<file path="config.mk">
export PLATFORM = sky130hd
export DESIGN_NAME = regfile_write_arbiter
export DESIGN_NICKNAME = d
export VERILOG_FILES = /design/src/rtl/regfile_write_arbiter.sv
export SDC_FILE = /design/constraint.sdc
export NUM_CORES = 1
export LEC_CHECK = 0
export CAP_MARGIN = 20
export CORE_MARGIN = 5
export CORE_UTILIZATION = 57
export DETAILED_ROUTE_END_ITERATION = 10
export PLACE_DENSITY = 0.84
export RECOVER_POWER = 25
export SLEW_MARGIN = 5
export SYNTH_ARGS = -nofsm -noshare
export SYNTH_HDL_FRONTEND = slang
export SYNTH_SLANG_ARGS = --single-unit
</file>
<file path="constraint.sdc">
create_clock -name clk -period 3.7 [get_ports clk]
set_input_delay 0.74 -clock clk [delete_from_list [all_inputs] [get_ports clk]]
set_output_delay 0.74 -clock clk [all_outputs]
set_load 0.02 [all_outputs]
</file>
<file path="src/rtl/regfile_write_arbiter.sv">
// Register-file write-port arbiter.
// The writeback stage has priority. MDU results wait in a small FIFO and
// drain into write slots that WB leaves idle. If the FIFO head keeps losing,
// a starvation counter forces a one-cycle WB stall so the head can drain.
// Optional macro REGARB_STATS_EN adds saturating 16-bit event counters
// (WB grants, MDU grants, forced stalls).
module regfile_write_arbiter #(
  parameter int FIFO_DEPTH   = 4,
  parameter int STARVE_LIMIT = 8
) (
  input  logic                          clk,
  input  logic                          rst_n,
  input  logic                          wb_we,
  input  logic [4:0]                    wb_reg,
  input  logic [31:0]                   wb_data,
  input  logic                          mdu_valid,
  output logic                          mdu_ready,
  input  logic [4:0]                    mdu_reg,
  input  logic [31:0]                   mdu_data,
  output logic                          stall_wb,
  output logic                          rf_we,
  output logic [4:0]                    rf_reg,
  output logic [31:0]                   rf_data,
  output logic [$clog2(FIFO_DEPTH):0]   fifo_count,
  output logic [31:0]                   pending_mask
`ifdef REGARB_STATS_EN
  ,
  output logic [15:0]                   stat_wb_grants,
  output logic [15:0]                   stat_mdu_grants,
  output logic [15:0]                   stat_stalls
`endif
);

  localparam int PtrW    = $clog2(FIFO_DEPTH);
  localparam int CntW    = PtrW + 1;
  localparam int StarveW = (STARVE_LIMIT > 1) ? $clog2(STARVE_LIMIT) : 1;
  localparam logic [CntW-1:0]    DepthVal  = CntW'(FIFO_DEPTH);
  localparam logic [StarveW-1:0] StarveMax = StarveW'(STARVE_LIMIT - 1);

  logic [4:0]            fifoReg  [FIFO_DEPTH];
  logic [31:0]           fifoData [FIFO_DEPTH];
  logic [FIFO_DEPTH-1:0] slotValid;
  logic [PtrW-1:0]       rdPtr;
  logic [PtrW-1:0]       wrPtr;
  logic [CntW-1:0]       count;
  logic [StarveW-1:0]    starveCnt;
  logic                  fifoEmpty;
  logic                  wbGrant;
  logic                  fifoPop;
  logic                  fifoPush;

  // Ready depends only on the current count, so a full FIFO stays not-ready
  // even on an edge where it also drains.
  assign fifoEmpty  = (count == '0);
  assign mdu_ready  = (count < DepthVal);
  assign wbGrant    = wb_we && (wb_reg != 5'd0) && !stall_wb;
  assign fifoPop    = !wbGrant && !fifoEmpty;
  // A result for r0 completes its handshake but is never stored.
  assign fifoPush   = mdu_valid && mdu_ready && (mdu_reg != 5'd0);
  assign fifo_count = count;

  // Pending mask: OR of the one-hot destinations of all occupied slots.
  always_comb begin
    pending_mask = '0;
    for (int i = 0; i < FIFO_DEPTH; i++) begin
      if (slotValid[i]) pending_mask[fifoReg[i]] = 1'b1;
    end
  end

  // FIFO payload storage; occupancy is tracked by slotValid, so no reset is needed.
  always_ff @(posedge clk) begin
    if (fifoPush) begin
      fifoReg[wrPtr]  <= mdu_reg;
      fifoData[wrPtr] <= mdu_data;
    end
  end

  // FIFO pointers, occupancy count and per-slot valid bits.
  always_ff @(posedge clk or negedge rst_n) begin
    if (!rst_n) begin
      rdPtr     <= '0;
      wrPtr     <= '0;
      count     <= '0;
      slotValid <= '0;
    end else begin
      if (fifoPop) begin
        slotValid[rdPtr] <= 1'b0;
        rdPtr            <= rdPtr + PtrW'(1);
      end
      if (fifoPush) begin
        slotValid[wrPtr] <= 1'b1;
        wrPtr            <= wrPtr + PtrW'(1);
      end
      count <= count + CntW'(fifoPush) - CntW'(fifoPop);
    end
  end

  // Write-port grant: WB first, then the FIFO head; otherwise address and data hold.
  always_ff @(posedge clk or negedge rst_n) begin
    if (!rst_n) begin
      rf_we   <= 1'b0;
      rf_reg  <= '0;
      rf_data <= '0;
    end else if (wbGrant) begin
      rf_we   <= 1'b1;
      rf_reg  <= wb_reg;
      rf_data <= wb_data;
    end else if (fifoPop) begin
      rf_we   <= 1'b1;
      rf_reg  <= fifoReg[rdPtr];
      rf_data <= fifoData[rdPtr];
    end else begin
      rf_we   <= 1'b0;
    end
  end

  // Starvation tracking: count WB wins over a waiting head and force a one-cycle stall at the limit.
  always_ff @(posedge clk or negedge rst_n) begin
    if (!rst_n) begin
      starveCnt <= '0;
      stall_wb  <= 1'b0;
    end else if (!fifoEmpty && wbGrant) begin
      if (starveCnt == StarveMax) begin
        starveCnt <= '0;
        stall_wb  <= 1'b1;
      end else begin
        starveCnt <= starveCnt + StarveW'(1);
        stall_wb  <= 1'b0;
      end
    end else begin
      starveCnt <= '0;
      stall_wb  <= 1'b0;
    end
  end

`ifdef REGARB_STATS_EN
  // Saturating event counters for WB grants, MDU grants and forced stalls.
  always_ff @(posedge clk or negedge rst_n) begin
    if (!rst_n) begin
      stat_wb_grants  <= '0;
      stat_mdu_grants <= '0;
      stat_stalls     <= '0;
    end else begin
      if (wbGrant && stat_wb_grants != 16'hFFFF) stat_wb_grants <= stat_wb_grants + 16'd1;
      if (fifoPop && stat_mdu_grants != 16'hFFFF) stat_mdu_grants <= stat_mdu_grants + 16'd1;
      if (!fifoEmpty && wbGrant && starveCnt == StarveMax && stat_stalls != 16'hFFFF)
        stat_stalls <= stat_stalls + 16'd1;
    end
  end
`endif

endmodule

</file>
* Yosys cells after proc, flatten, opt, wreduce, memory -nomap -nowiden
Memories as Yosys holds them, arrays and structs flattened.
Index checks and enable logic that the tools add are counted.
** Cells by class
- Multiplexer cells :: 30
- Reductions and logical operators :: 19
- Bitwise operators :: 6
- Order comparisons :: 13
- Add/subtract/negate cells :: 5
- Equal/unequal tests :: 1
** Operators with widths (count)
- 32-bit two-way mux :: 6
- 32-bit OR :: 3
- 5-bit by 6-bit < comparator with 1-bit output (second input constant) :: 4
- 1-bit demux with 5-bit select :: 4
- 5-bit by 1-bit >= comparator with 1-bit output (second input constant) :: 4
- 1-bit logical AND :: 12
- 1-bit two-way mux :: 12
- 5-bit two-way mux :: 2
- 5-bit nonzero test :: 2
- 4-bit two-way mux :: 2
- 2-bit by 3-bit < comparator with 1-bit output (second input constant) :: 2
- 3-bit two-way mux :: 2
- 2-bit by 1-bit adder with 2-bit output (second input constant) :: 2
- 4-bit bitwise AND :: 1
- 1-bit demux with 2-bit select :: 2
- 2-bit by 1-bit >= comparator with 1-bit output (second input constant) :: 2
- 4-bit NOT :: 1
- 4-bit OR :: 1
- 3-bit by 1-bit adder with 3-bit output :: 1
- 3-bit by 1-bit adder with 3-bit output (second input constant) :: 1
- 3-bit equality test (second input constant) :: 1
- 1-bit zero test :: 3
- 3-bit zero test :: 1
- 3-bit < comparator (second input constant) :: 1
- other kinds (2) :: 2
** Word-level totals
- Register bits :: 53
- Input bits :: 78
- Memory bits (writable) :: 148
- Memories kept :: 2
- Word-level logic and storage cells :: 85
** Memory list
- fifoData :: words 4, width 32, read ports 1, clocked after memory_dff 0, wr ports 1, RTL line 41 : logic [31:0] fifoData [FIFO_DEPTH];
- fifoReg :: words 4, width 5, read ports 5, clocked after memory_dff 0, wr ports 1, RTL line 40 : logic [4:0] fifoReg [FIFO_DEPTH];

* Longest topological paths before layout
Gate-level depths: netlist of run 1.
- Depth in word-level cells :: 11
- Depth in mapped cells :: 9

* Worst setup path before layout of run 1
Ideal clock, no wire load.
- Path kind :: input port to flip-flop
- From :: input wb_reg[1]
- To :: register count[2], in the netlist fifo_count[2]
- Setup slack :: 1.067 ns
- Stages :: 9
- Arrival :: 2.502 ns
- Data required time :: 3.569 ns
- Setup time :: 0.131 ns
- Path through :: or4_4 -> o21ai_4 -> nand2_2 -> xnor2_1 -> ha_1 -> inv_1 -> fa_1 -> xnor2_1 -> xnor2_1
** On the way
- Cells in the longest elaborated chain, start to end :: 6
** Ends and longest elaborated chain
- start: declaration :: RTL line 14 : input logic [4:0] wb_reg,
- 5-bit nonzero test :: RTL line 56 : assign wbGrant = wb_we && (wb_reg != 5'd0) && !stall_wb;
- 1-bit logical AND (2 in a row) :: RTL line 56
- 1-bit zero test :: RTL line 57 : assign fifoPop = !wbGrant && !fifoEmpty;
- 1-bit logical AND :: RTL line 57
- 3-bit by 1-bit subtractor with 3-bit output :: RTL line 94 : count <= count + CntW'(fifoPush) - CntW'(fifoPop);
- end signal: assignment :: RTL line 94
- end: declaration :: RTL line 45 : logic [CntW-1:0] count;
No other way between the ends.
A chain may end at the register's enable or synchronous reset.

==> results_dict.tcl, run 1 <==
set metrics [dict create \
    status "finished clean" \
    cts_root_buf "clkbuf_16" \
    r2r_cells 8 \
    initial_core_util_pct 57.3 \
    r2r_start "fifo_count[2]" \
    arrival_ns 2.67 \
    cts_buffers 21 \
    dp_hpwl_um 14900 \
    timing.rr.end "fifo_count[2]" \
    synth_top_cell_area_share_pct 49.4 \
    insertion_delay_ns 0.49 \
    period_needed_ns 3.41 \
    cts.hold.buffers_added 0 \
    grt_pass1_vias 6453 \
    ir_drop_uv 592 \
    avgSynthCellArea_um2 14.2 \
    synthTopCellsByCount "edfxtp_1, nand2_1, dfrtp_1" \
    async_flop_share_pct 26.4 \
    setup_violations 0 \
    clock_skew_ns 0.0123 \
    yosys-top-cells-area "edfxtp_1, dfrtp_1, mux4_2, nand2_1, a221o_1" \
    port_buffers 152 \
    hold_slack_ns 0.358 \
    grt_max_degree 84 \
    top_register "fifoData" \
    slew_violations 0 \
    vias_per_cell 6.19 \
    seq_area_frac_synth_pct 64.1 \
    ant_nets 0 \
    die_x_um 136 \
    cellLeakagePower_nw 3.96 \
    num_rows 46 \
    yosys_register_bits 201 \
    cp-end-kind "output port" \
    core_um2 15700 \
    maxSlewHeadroom_pct 30.6 \
    fin_nets 862 \
    rsz0062_at_grt "false" \
    reg_top3 "fifoData (128), rf_data (32), fifoReg (20)" \
    dpl_cell_area_um2 10600 \
    drtPass1Iterations 5 \
    wl_per_cell_um 22.9 \
    min_path_type "in -> async" \
    ys_warn_count 0 \
    num_vias 6213 \
    cts_resized 0 \
    yosysTopAreaCell "edfxtp_1" \
    ios 153 \
    area_growth_pct 25.6 \
    drc 0 \
    gp_congestion 0.899 \
    drt_iter0_markers 692 \
    stdcell_area_um2 11300 \
    maxCapViolCount 0 \
    h-tree-depth 1 \
    drive_gt1_share_pct 14.6 \
    fin_crit_sh_pct 92.1 \
    grt_pass1_wl_um 35800 \
    rrSetupSlack_ns 0.90 \
    cp-startpoint "fifoReg[1][0]" \
    antenna_found_initial 3 \
    cts_buffer_depth 3 \
    synth_flop_cell "edfxtp_1" \
    cts.sinks 201 \
    cp-start-kind "flop" \
    synth_cell_types 47 \
    final.setup.tns_ns 0 \
    post_cts.repair.setup_buffers 0 \
    synth_edf_count 148 \
    largest_reg_flops 128 \
    clkSlewWorstSetupHoldPaths_ns 0.06 \
    cts_tree "built" \
    grt-ovfl-total 0 \
    die_y_um 136 \
    power_density_nw_per_um2 699 \
    synth_cells 632 \
    dieArea_um2 18400 \
    fin_util_pct 72.0 \
    finalHoldViolations 0 \
    syn_nets 722 \
    yosysMostFrequentCell "edfxtp_1" \
    grt_use_total_pct 25.2 \
    routed_wl_um 23000 \
    syn-cell-area_um2 9000 \
    fmax_mhz 294 \
    critPathKind "reg -> out" \
    critPathRequiredTime_ns 2.96 \
    tightest_slew_ns 1.04 \
    path_max_fanout 8 \
]
worst max-delay path, cell delays in order, from the launching register on:
cell             delay, ns
edfxtp_1              0.49
nor3b_1               0.69
a22oi_1               0.21
o221ai_1              0.14
clkdlybuf4s50_1       0.65
layout by cell type, fill, tap and decap left out, types with 20 or more instances in the layout:
master | synthesis | routed
a31oi_1 | 26 | 26
clkbuf_16 | 0 | 21
clkdlybuf4s50_1 | 0 | 119
dfrtp_1 | 53 | 51
dlygate4sd3_1 | 0 | 32
edfxtp_1 | 148 | 148
mux4_2 | 37 | 37
nand2_1 | 90 | 90
nor2_1 | 43 | 43
o22ai_1 | 20 | 20
layout make-up:
| type | count | area, µm² |
|---|---|---|
| Sequential cell | 201 | 5770 |
| Fill cell | 994 | 4400 |
| Multi-Input combinational cell | 381 | 3000 |
| Timing Repair Buffer | 157 | 1570 |
| Clock buffer | 26 | 544 |
| Tap cell | 216 | 270 |
| Clock inverter | 11 | 114 |
| Inverter | 10 | 37.5 |
| Antenna cell | 1 | 2.50 |
kinds of logic after synthesis:
family          share of synthesized area (%)
compound gates                           9.63
xor+xnor                                0.486
fa+ha+maj                                1.75
buf+inv                                  2.71
flops                                    64.1
mux                                      9.38
simple gates                             12.0
layer usage:
metal	vias up	global-route usage, %	routed length (µm)
li1	2725	-	-
met1	3066	34.9	9110
met2	355	41.5	11300
met3	63	4.42	1870
met4	4	7.39	623
met5	-	0	19
worst max path at each step:
stage                 endpoint  cells past startpoint  slack, ns
2_1_floorplan    fifo_count[2]                      9       1.07
6_report       pending_mask[4]                      4       0.29
3_3_place_gp     fifo_count[2]                     10       0.51
5_1_grt        pending_mask[4]                      4       0.19
4_1_cts        pending_mask[4]                      4       0.32
3_5_place_dp     fifo_count[2]                      9       0.45
metrics by stage:
step           cells  worst slack (ns)  power [mW]
4_1_cts         1002             0.324        7.98
2_1_floorplan    632              1.07        4.87
6_report        1003             0.294        7.91
3_3_place_gp     965             0.507        5.82
3_5_place_dp     965             0.451        5.92
5_1_grt         1003             0.188        8.28
power by group:
| group | internal, mW | switching, mW |
|---|---|---|
| logic | 1.22 | 1.33 |
| clock network | 1.19 | 0.824 |
| registers | 2.90 | 0.442 |
Note: power is estimated with default switching activity, not from simulation.
==> run 2, diff against run 1 <==
--- a/config.mk
+++ b/config.mk
@@ -7,9 +7,9 @@
 export LEC_CHECK = 0
 export CAP_MARGIN = 20
 export CORE_MARGIN = 5
-export CORE_UTILIZATION = 57
+export CORE_UTILIZATION = 35
 export DETAILED_ROUTE_END_ITERATION = 10
-export PLACE_DENSITY = 0.84
+export PLACE_DENSITY = 0.56
 export RECOVER_POWER = 25
 export SLEW_MARGIN = 5
 export SYNTH_ARGS = -nofsm -noshare
==> run 2 against run 1 <==
Effect of this change: die area up 58%; wire length increased by 2.4%; maximum frequency increased by 0.91%; cell area increased by 1.3%; sequential cell count is the same; via count shrank 1.4%; sequential share of layout area fell by 0.67 points; sequential power is essentially flat; largest cell class unchanged; highest routed layer unchanged.
==> results_dict.tcl, run 2 (synthesized netlist as in run 1, its figures left out) <==
set metrics [dict create \
    status "finished clean" \
    slowest_stage "nor3b_1" \
    cpPeakStageDelay_ns 0.68 \
    grt_use_total_pct 16.0 \
    dp_hpwl_um 15500 \
    die_x_um 170 \
    gp_congestion 0.885 \
    cts.sinks 201 \
    cp-start-kind "flop" \
    initial_core_util_pct 35.7 \
    cellLeakagePower_nw 3.96 \
    grt_pass1_wl_um 36500 \
    routed_wl_um 23500 \
    cts.hold.buffers_added 0 \
    core_um2 25300 \
    cp-end-kind "output port" \
    grt_max_degree 84 \
    area_growth_pct 27.3 \
    fmax_mhz 296 \
    insertion_delay_ns 0.49 \
    drtPass1Iterations 5 \
    rrSetupSlack_ns 1.41 \
    wl_per_cell_um 20.9 \
    post_cts.repair.setup_buffers 0 \
    cts_resized 0 \
    vias_per_cell 5.44 \
    clock_skew_ns 0.0131 \
    port_buffers 152 \
    timing.rr.end "fifo_count[2]" \
    largest_reg_flops 128 \
    critPathRequiredTime_ns 2.96 \
    reg_top3 "fifoData (128), rf_data (32), fifoReg (20)" \
    ios 153 \
    final_cell_mix "edfxtp_1, clkdlybuf4s50_1, nand2_1" \
    critPathKind "reg -> out" \
    ir_drop_uv 403 \
    r2r_cells 8 \
    drt_iter0_markers 467 \
    arrival_ns 2.64 \
    clkSlewWorstSetupHoldPaths_ns 0.07 \
    cp_top_family "simple AND/OR/NAND/NOR gates" \
    cts_buffer_depth 3 \
    fin_crit_sh_pct 91.2 \
    power_density_nw_per_um2 678 \
    final.setup.tns_ns 0 \
    ant_nets 0 \
    cts_buffers 21 \
    maxCapViolCount 0 \
    die_y_um 170 \
    path_max_fanout 8 \
    min_path_type "in -> async" \
    maxSlewHeadroom_pct 6.33 \
    grt_pass1_vias 6513 \
    drive_gt1_share_pct 14.9 \
    slew_violations 0 \
    grt-ovfl-total 0 \
    rsz0062_at_grt "false" \
    cts_root_buf "clkbuf_16" \
    h-tree-depth 1 \
    p_total_mw 7.77 \
    antenna_found_initial 6 \
    dieArea_um2 29000 \
    r2r_start "fifo_count[2]" \
    finalHoldViolations 0 \
    path_cells "nor3b_1, a22oi_1, o221ai_1, clkdlybuf4s50_1" \
    top_register "fifoData" \
    cts_tree "built" \
    num_vias 6128 \
    fin_nets 867 \
    tightest_slew_ns 1.41 \
    crit_buf_inv 1 \
    period_needed_ns 3.38 \
    layout_commonest_cell "edfxtp_1" \
    setup_violations 0 \
    drc 0 \
    num_rows 58 \
]
[run 2: cell count changes in the layout (fill, tap and decap cells not counted), sizes merged]
cell,previous run,this run
dlygate4sd3,32,21
diode,1,4
inv,12,11
clkbuf,26,30
clkdlybuf4s50,119,130
bufinv,2,0
buf,6,9
clkinv,6,8
[run 2: final cells by class]
type	count	area (µm²)
Clock buffer	28	562
Sequential cell	201	5770
Tap cell	330	413
Timing Repair Buffer	162	1610
Antenna cell	4	10.0
Fill cell	2289	13800
Multi-Input combinational cell	381	3000
Clock inverter	10	52.6
Inverter	10	37.5
[run 2: worst max path at each step]
| stage | startpoint | endpoint | slack, ns | depth (start not counted) |
|---|---|---|---|---|
| CTS | fifoReg[3][4] | pending_mask[16] | 0.34 | 3 |
| global placement | mdu_reg[1] | fifo_count[2] | 0.50 | 9 |
| floorplan | wb_reg[1] | fifo_count[2] | 1.07 | 9 |
| finish | fifoReg[1][0] | pending_mask[16] | 0.32 | 4 |
| global route | fifoReg[1][0] | pending_mask[4] | 0.22 | 4 |
| detailed placement | mdu_reg[0] | fifo_count[2] | 0.39 | 9 |
[run 2: layer usage]
layer  part of all wire (%)  wire length (µm)  GRT usage [%]  up-vias
li1                       -                 -              -     2746
met4                    2.1               488           4.69        4
met2                     49             11500           27.2      289
met3                    8.6              2030           4.53       48
met1                     40              9440           20.1     3041
met5                   0.11                25              0        -
[run 2: metrics by stage]
step	hold WS [ns]	cell area [µm²]	std cells	utilization (%)	worst slack, ns
global placement	0.427	10800	1081	42.7	0.503
CTS	0.429	11400	1119	45.2	0.337
floorplan	0.418	9000	632	-	1.07
global route	0.442	11500	1124	45.4	0.224
detailed placement	0.434	10800	1081	42.7	0.387
finish	0.369	11500	1126	45.4	0.324
[run 2: worst register-to-register path: cells and delay by family (launching register included)]
family,cells,cell delay [ns]
AND/OR/NAND/NOR,2,0.66
adder cells (fa/ha/maj),2,0.55
XOR/XNOR,3,0.48
flip-flops,1,0.46
buffers and inverters,1,0.05
[run 2: power breakdown]
part | internal (mW) | switching, mW | total (mW)
sequential | 2.90 | 0.436 | 3.34
combinational | 1.23 | 1.32 | 2.55
clock | 1.07 | 0.818 | 1.89
==> run 3, diff against run 2 <==
==> constraint.sdc (replaced) <==
create_clock -name clk -period 3.3 [get_ports clk]
set_input_delay 0.66 -clock clk [delete_from_list [all_inputs] [get_ports clk]]
set_output_delay 0.66 -clock clk [all_outputs]
set_load 0.02 [all_outputs]
==> run 3 against run 2 <==
Effect of this change: wire length up 1.4%; clock skew down 0.0030 ns; core utilization up 0.70 points; non-clock buffer count up 9; register-to-register slack worse by 0.39 ns; largest cell class unchanged.
==> results_dict.tcl, run 3 (synthesized netlist as in run 1, its figures left out) <==
set metrics [dict create \
    status "finished clean" \
    min_path_type "in -> async" \
    layout_commonest_cell "edfxtp_1" \
    setup_violations 0 \
    cts.sinks 201 \
    arrival_ns 2.56 \
    p_total_mw 8.94 \
    final.setup.tns_ns 0 \
    cts_root_buf "clkbuf_16" \
    num_vias 6109 \
    h-tree-depth 1 \
    wl_per_cell_um 21.0 \
    final_cell_mix "edfxtp_1, clkdlybuf4s50_1, nand2_1" \
    ant_nets 0 \
    cp-endpoint "pending_mask[1]" \
    insertion_delay_ns 0.49 \
    fin_util_pct 46.1 \
    ir_drop_uv 389 \
    r2r_cells 3 \
    cts_buffers 21 \
    fin_nets 876 \
    cts_buffer_depth 3 \
    dieArea_um2 29000 \
    maxSlewHeadroom_pct 29.3 \
    routed_wl_um 23800 \
    dp_hpwl_um 15900 \
    maxCapViolCount 0 \
    setup_ws_ns 0.0795 \
    ios 153 \
    cts_tree "built" \
    rsz0062_at_grt "false" \
    grt_pass1_vias 6502 \
    largest_reg_flops 128 \
    critPathKind "reg -> out" \
    drt_iter0_markers 494 \
    grt_use_total_pct 16.3 \
    layout.cells.non_filler 1133 \
    fin_crit_sh_pct 97.6 \
    die_x_um 170 \
    antenna_found_initial 5 \
    vias_per_cell 5.39 \
    reg_top3 "fifoData (128), rf_data (32), fifoReg (20)" \
    timing.rr.end "fifoData[1][0]" \
    period_needed_ns 3.22 \
    drc 0 \
    clkSlewWorstSetupHoldPaths_ns 0.06 \
    path_max_fanout 10 \
    critPathRequiredTime_ns 2.64 \
    dp_cells 1084 \
    die_y_um 170 \
    cp-end-kind "output port" \
    tightest_slew_ns 1.06 \
    cellLeakagePower_nw 4.05 \
    grt_pass1_wl_um 37300 \
    rrSetupSlack_ns 1.02 \
    cp-startpoint "fifoReg[2][3]" \
    drtPass1Iterations 5 \
    fmax_mhz 311 \
    dpl_cell_area_um2 10900 \
    finalHoldViolations 0 \
    cp-start-kind "flop" \
    slew_violations 0 \
    core_um2 25300 \
    num_rows 58 \
    dp_worst_setup_slack_ns 0.0778 \
    gp_congestion 0.869 \
    grt_max_degree 84 \
    stdcell_area_um2 11600 \
    hold_slack_ns 0.295 \
    clock_skew_ns 0.0101 \
    port_buffers 152 \
    drive_gt1_share_pct 17.0 \
    top_register "fifoData" \
    area_growth_pct 29.3 \
    initial_core_util_pct 35.7 \
    r2r_start "fifo_count[2]" \
    grt-ovfl-total 0 \
    power_density_nw_per_um2 769 \
]
## run 3: cell count changes in the layout (fill, tap and decap cells not counted), sizes merged
cell / previous run / this run
dlygate4sd3: 21 / 30
clkinv: 8 / 9
diode: 4 / 2
clkdlybuf4s50: 130 / 121
bufinv: 0 / 2
buf: 9 / 20
clkbuf: 30 / 25
## run 3: report_power, final
part           switching (mW)  internal (mW)
Clock                   0.938           1.35
Combinational            1.52           1.41
Sequential              0.475           3.25
Total                    2.93           6.01
## run 3: final cells by class
class / count / area, µm²
diodes: 2 / 5.00
clock buffers: 25 / 551
clock inverters: 13 / 116
fillers: 2263 / 13600
inverters: 10 / 37.5
multi-input cells: 381 / 3020
flip-flops and latches: 201 / 5770
well taps: 330 / 413
repair buffers: 171 / 1720
## run 3: how the worst min path moves through the flow
stage | from | endpoint | slack, ns | depth (start not counted)
CTS | rst_n | rf_data[12] | 0.32 | 1
global placement | starveCnt[0] | starveCnt[0] | 0.43 | 1
global route | rst_n | rf_data[12] | 0.36 | 1
floorplan | rst_n | fifo_count[0] | 0.36 | 0
finish | rst_n | rf_data[12] | 0.30 | 1
detailed placement | starveCnt[0] | starveCnt[0] | 0.46 | 1
## run 3: worst max-delay path, cell delays in order, from the launching register on
cell and delay, ns:
edfxtp_1 0.57, or3_1 0.47, o2bb2a_1 0.31, o221ai_1 0.08, clkdlybuf4s50_1 0.64
## run 3: repair_timing
| action | CTS | global route |
|---|---|---|
| endpoints found under the setup margin | 0 | 16 |
| resized for setup | 0 | 5 |
| hold buffers | 0 | 0 |
| hold endpoints to repair | 0 | 0 |
| buffers inserted | 0 | 8 |
## run 3: per-layer routing
metal	vias up	share of wire [%]	track usage [%]
met2	250	48	27.1
li1	2763	-	-
met1	3052	43	22.2
met5	-	0.17	0
met3	38	7.2	3.81
met4	6	1.5	3.37
